==> src/rtl/writeback_queue.sv <==
// Writeback queue: buffers register-file writes, drains them in order one per
// cycle, and offers a combinational forwarding lookup over pending entries.
module writeback_queue #(
   parameter int DEPTH = 4
) (
   input  logic                   clk,
   input  logic                   rst_n,
   input  logic                   in_valid,
   output logic                   in_ready,
   input  logic [4:0]             in_addr,
   input  logic [31:0]            in_data,
   input  logic                   drain_en,
   output logic [4:0]             A3,
   output logic [31:0]            WD3,
   output logic                   WE,
   input  logic [4:0]             q_addr,
   output logic                   q_hit,
   output logic [31:0]            q_data,
   output logic [$clog2(DEPTH):0] count
);

   localparam int PTR_W = $clog2(DEPTH);
   localparam int CNT_W = PTR_W + 1;

   logic [4:0]       addr_mem [DEPTH];
   logic [31:0]      data_mem [DEPTH];
   logic [PTR_W-1:0] head;
   logic [PTR_W-1:0] tail;
   logic [PTR_W-1:0] idx;
   logic             push;
   logic             pop;

   // Handshake: a request transfers at a rising edge where in_valid && in_ready;
   // in_ready never depends on in_valid. Address-0 requests transfer but are dropped.
   assign in_ready = rst_n && (count < CNT_W'(DEPTH));
   assign push     = in_valid && in_ready && (in_addr != 5'd0);
   assign WE       = rst_n && drain_en && (count != '0);
   assign pop      = WE;
   assign A3       = addr_mem[head];
   assign WD3      = data_mem[head];

   always_ff @(posedge clk) begin
      if (push) begin
         addr_mem[tail] <= in_addr;
         data_mem[tail] <= in_data;
      end
   end

   always_ff @(posedge clk) begin
      if (!rst_n) begin
         head  <= '0;
         tail  <= '0;
         count <= '0;
      end else begin
         if (push) tail <= tail + PTR_W'(1);
         if (pop)  head <= head + PTR_W'(1);
         case ({push, pop})
            2'b10:   count <= count + CNT_W'(1);
            2'b01:   count <= count - CNT_W'(1);
            default: count <= count;
         endcase
      end
   end

   // Walk oldest to newest so the last match (closest to tail) wins; the head
   // entry being popped this cycle is still counted as pending.
   always_comb begin
      q_hit  = 1'b0;
      q_data = '0;
      idx    = head;
      for (int i = 0; i < DEPTH; i++) begin
         idx = head + PTR_W'(i);
         if (rst_n && (q_addr != 5'd0) && (CNT_W'(i) < count) &&
             (addr_mem[idx] == q_addr)) begin
            q_hit  = 1'b1;
            q_data = data_mem[idx];
         end
      end
   end

endmodule

==> config.mk <==
export PLATFORM = sky130hd
export DESIGN_NAME = writeback_queue
export DESIGN_NICKNAME = d
export VERILOG_FILES = /design/src/rtl/writeback_queue.sv
export SDC_FILE = /design/constraint.sdc
export NUM_CORES = 1
export LEC_CHECK = 0
export ABC_CLOCK_PERIOD_IN_PS = 6100
export CAP_MARGIN = 20
export CORE_MARGIN = 8
export CORE_UTILIZATION = 50
export CTS_CLUSTER_DIAMETER = 120
export CTS_CLUSTER_SIZE = 14
export DETAILED_ROUTE_END_ITERATION = 10
export PLACE_DENSITY = 0.73
export SLEW_MARGIN = 5
export SYNTH_ARGS = -nofsm -noshare
export SYNTH_HDL_FRONTEND = slang
export SYNTH_SLANG_ARGS = --single-unit
==> constraint.sdc <==
create_clock -name clk -period 6.1 [get_ports clk]
set_input_delay 1.22 -clock clk [delete_from_list [all_inputs] [get_ports clk]]
set_output_delay 1.22 -clock clk [all_outputs]
set_load 0.005 [all_outputs]
Word level (Yosys, flattened, before mapping)
Memory sizes are Yosys's and may differ from the RTL's. A register that Yosys moved wholly into a read port is not among the register bits.
Cells that the tools add are included.
Widths: inputs -> output; s select.
{"block": "totals", "register_bits": 7, "mem_bits_rw": 148, "out_inout_bits": 75, "wordCells": 55, "n_memories": 2}
{"block": "classes", "n_addsub": 6, "magnitude_cmp": 5, "n_eq_ne": 6, "n_mux": 15, "n_reduce_logical": 18}
{"name": "data_mem", "depth": 4, "word_bits": 32, "read_ports": 4, "rd_ports_with_merged_regs": 1, "wr": 1, "line": "26", "rtl": "logic [31:0] data_mem [DEPTH];"}
{"name": "addr_mem", "depth": 4, "word_bits": 5, "read_ports": 4, "rd_ports_with_merged_regs": 1, "wr": 1, "line": "25", "rtl": "logic [4:0] addr_mem [DEPTH];"}
{"cell": "$mux 32", "n": 4}
{"cell": "$eq 5x5->1", "n": 4}
{"cell": "$logic_and 1x1->1", "n": 14}
{"cell": "$reduce_bool 5->1", "n": 2}
{"cell": "$mux 2", "n": 4}
{"cell": "$lt 1x3->1 const A", "n": 2}
{"cell": "$lt 2x3->1 const A", "n": 2}
{"cell": "$mux 1", "n": 6}
{"cell": "$pmux 3 s2", "n": 1}
{"cell": "$add 2x1->2 const B", "n": 2}
{"cell": "$add 2x2->2 const B", "n": 2}
{"cell": "$add 3x1->3 const B", "n": 1}
{"cell": "$lt 3x3->1 const B", "n": 1}
{"cell": "$reduce_bool 3->1", "n": 1}
{"cell": "$sub 3x1->3 const B", "n": 1}
{"cell": "$eq 2x1->1 const B", "n": 1}
{"cell": "$eq 2x2->1 const B", "n": 1}
{"cell": "$reduce_bool 2->1", "n": 1}

Logic depth before layout (Yosys ltp)
{"block": "logic_depth", "ltp_word": 8, "depth_mapped": 10}

Worst setup path after synthesis
OpenSTA, ideal clock, no wires.
{"block": "synth_path", "path_type": "input to output", "from": "input q_addr[0]", "to": "output q_data[10]", "arrival_ns": 2.894, "required_time_ns": 4.880, "slack_ns": 1.986, "path_stages": 8, "n_path_buf": 2, "path_cell_list": "clkbuf_1 nor3_1 a21oi_1 nand3_1 or3_1 o21ai_0 clkbuf_1 o211ai_1"}
{"block": "synth_between", "elab_chain_len": 8, "word_cells_on_any_way": 18, "classes_between": "4 x eq/ne; 4 x mux; 10 x reduce/logical"}
{"element": "start: declaration", "line": "16", "rtl": "input logic [4:0] q_addr,"}
{"element": "$reduce_bool 5->1", "line": "73", "rtl": "if (rst_n && (q_addr != 5'd0) && (CNT_W'(i) < count) &&"}
{"element": "$logic_and 1x1->1 (3 in series)", "line": "73"}
{"element": "$mux 32 (3 in series)", "line": "73"}
{"element": "$mux 32 *", "line": "73"}
{"element": "end: declaration", "line": "18", "rtl": "output logic [31:0] q_data,"}
Mark *: on every way between the ends. The rest lies on a longest branch, timed or not.

Final worst setup path
{"block": "layout_path", "from": "input q_addr[0]", "to": "output q_data[30]"}
The elaborated chain is that of the path after synthesis.

==> key figures <==
Outcome
  • Status: finished, final reports clean

Finish
  • Multi-input logic area: between 5000 and 6000 um2
  • Synth-to-layout area growth: 21.3%
  • Layout fillers: about 1400
  • Most frequent cells in the layout: edfxtp_1 (148), mux4_2 (144), clkdlybuf4s50_1 (120), and3_1 (32), nand2_1 (32)
  • Nets: 777
  • Seq. cell area: approximately 4600 um2
  • Core Util, Final: slightly above 60%
  • Most common cell after layout, fill and taps aside: edfxtp_1
  • Inserted Diodes: 0
  • Fraction of layout cells with a size suffix above 1: a little under a third

Detailed routing
  • Post-DRT Antenna Nets: 0
  • DR vias: between 6000 and 7000
  • Post-Route WL: ~27 mm
  • Vias/cell: between 6 and 7
  • WL per Instance: about 27 um
  • Starting DRC count in detailed routing: about 600
  • Drc violations: 0
  • First drt pass iteration count: 5

Power
  • Clk network pwr share: about 36%
  • Comb pwr share: about 23%
  • Max IR drop VDD: approximately 0.21 mV
  • Switching share of power: approximately a quarter
  • Int Power: about 2.3 mW
  • Sequential fraction of design power: between 40% and 50%
  • Power Density: around 260 nW/um2
  • Static Leak: between 3 and 4 nW
  • Sw Pwr: about 770 uW

Min path
  • Hold Path Class: flop to flop

Yosys
  • EDFF count, synth: between 100 and 150
  • Async set or reset register ratio after synthesis: 0%
  • Primary FF master, synth: edfxtp_1
  • Post-synthesis sequential area ratio: 46.3%
  • Synth Register Bits: ~160
  • Yosys Warn Count: 0
  • Syn avg cell area: ~16 um2
  • Top cell type's share of synthesized area: 44.5%
  • Synth area leaders: edfxtp_1 (44%), mux4_2 (32%), and3_1 (2.0%), dfxtp_1 (1.8%), a31oi_1 (1.7%)
  • Synth Instances: 622
  • Area leader, netlist: edfxtp_1
  • Synth Cell Area: around 10000 um2
  • Synth Net Count: between 600 and 700
  • Yosys cell types: 40

Floorplanning
  • Die area: around 25000 um2
  • Core area: 19500 um2
  • Io pins: between 100 and 150
  • Die Wd: 157 um
  • Die span in y: 157 um
  • Initial core utilization: 51.2%
  • # rows: slightly above 50

STA
  • Final hold violations: 0
  • RSZ-0062 raised after global routing: false
  • Crit share post-route: 93.4%
  • Final setup skew: between 0.006 and 0.007 ns
  • Setup TNS: 0 ns
  • Slew at the pin closest to its max-slew limit: between 0.9 and 1 ns
  • Max-slew headroom: about two fifths
  • Pins over their slew limit: 0
  • Final setup fails: 0
  • Tmin final: between 5 and 6 ns
  • Hold Slack: around 0.59 ns
  • Fmax: about 0.18 GHz

Setup path
  • Critical path class: input port to output port
  • Crit path max fanout: 17
  • Arr. time, crit path: approximately 4.5 ns
  • CP startpoint kind: input port
  • CP Capture Type: output port
  • Req. time, crit path: ~4.9 ns

Clocking
  • Num CTS Buffers: 17
  • Clk sink count: roughly 160
  • CTS root buf: clkbuf_16
  • H-tree levels: 4
  • Setup bufs post-CTS: 0
  • CTS resizes: 0
  • Clock transition at path regs: 0.06 ns
  • CTS Buffer Depth: 2
  • Cts hold-fix bufs: 0
  • Worst skew pair latency: 0.42 ns
  • CTS tree: yes

GRT
  • First-pass GRT wire length: a little over 40 mm
  • Largest net degree at the start of global routing: 61
  • Total global-route track usage: 22.4%
  • Grt ovf: 0
  • Via count of the first global-routing pass: approximately 7300
  • Initial antenna violation count: 1

Place
  • RD Place Congestion: approximately 0.8
  • Detail Placement HPWL: approximately 17 mm
  • I/O Buffers: 120

Run
  • Max Cap Viol: 0
worst paths after layout:
path         startpoint         end  slack (ns)  cells after the start
max           q_addr[0]  q_data[30]        0.41                      9
min             tail[0]     tail[0]        0.59                      2
max reg2reg    count[0]    count[2]        3.82                      8
min reg2reg     tail[0]     tail[0]        0.59                      2
state kept, by name, summed over array words and instances, names as in the netlist, named ones only:
register / count
data_mem: 128
tail: 2
count: 3
addr_mem: 20
head: 2
per-layer routing:
layer  track usage [%]  share of wire [%]
met3              4.80                8.8
met2              39.9                 54
met5                 0              0.060
met1              25.8                 35
met4              9.11                2.1
logic make-up after synthesis:
group                      share of synthesized area, %
AOI/OAI and AO/OA                                  5.96
DFF                                                46.3
muxes                                              33.7
and+or+nand+nor                                    7.06
xor gates and xnor gates                           2.19
adders and majority gates                          1.13
buffers and inverters                              3.64
worst max-delay path: stages:
cell and delay (ns):
clkdlybuf4s50_1 0.61, nor3_1 0.11, a21oi_1 0.28, nand3_1 0.19, nor3_4 0.78, buf_4 0.37
a21oi_1 0.06, a21oi_1 0.27, clkdlybuf4s50_1 0.57
power groups by stage:
stage | sequential, mW | clock [mW] | combinational (mW)
CTS | 1.27 | 1.14 | 0.710
global route | 1.28 | 1.18 | 0.753
detailed placement | 1.30 | 0 | 0.706
global placement | 1.29 | 0 | 0.688
floorplan | 1.25 | 0 | 0.503
finish | 1.27 | 1.13 | 0.707
synth_stat cells, types with 2 or more instances:
cell type  instances
o211ai_2           8
mux4_2           144
edfxtp_1         148
buf_1              4
xnor2_1           19
dfxtp_1            9
ha_1               9
nor3_1             2
or4b_2             4
buf_6              8
xor2_1             6
and2_1             4
mux4_1             4
nand4_1            2
clkbuf_1          32
o211ai_1          21
or3_1              2
mux2i_1            2
nor2_1            17
buf_2             18
nand3_1           20
and3_1            32
a2111oi_0          3
o22ai_1            3
inv_1             11
or4b_1             7
nand2_1           32
a31oi_1           27
a21oi_1           10
a31oi_2            2
o21ai_0            3
stage by stage:
| step | worst slack [ns] | cells | power, mW | instance area [um2] |
|---|---|---|---|---|
| final | 0.405 | 1000 | 3.11 | 12100 |
| after global routing | 0.247 | 1000 | 3.22 | 12100 |
| after CTS | 0.397 | 997 | 3.12 | 12100 |
| after detailed placement | 0.438 | 965 | 2.00 | 11400 |
| after global placement | 0.458 | 962 | 1.98 | 11400 |
| after floorplan | 1.99 | 622 | 1.76 | 9990 |
final cells by class:
type | count | area share, %
multi-input combinational | 391 | 41.5
sequential | 157 | 38.2
timing repair buffer | 144 | 12.0
clock buffer | 19 | 3.57
tap | 265 | 2.74
clock inverter | 13 | 1.61
inverter | 11 | 0.341
Power figures use the tool's default switching activity.
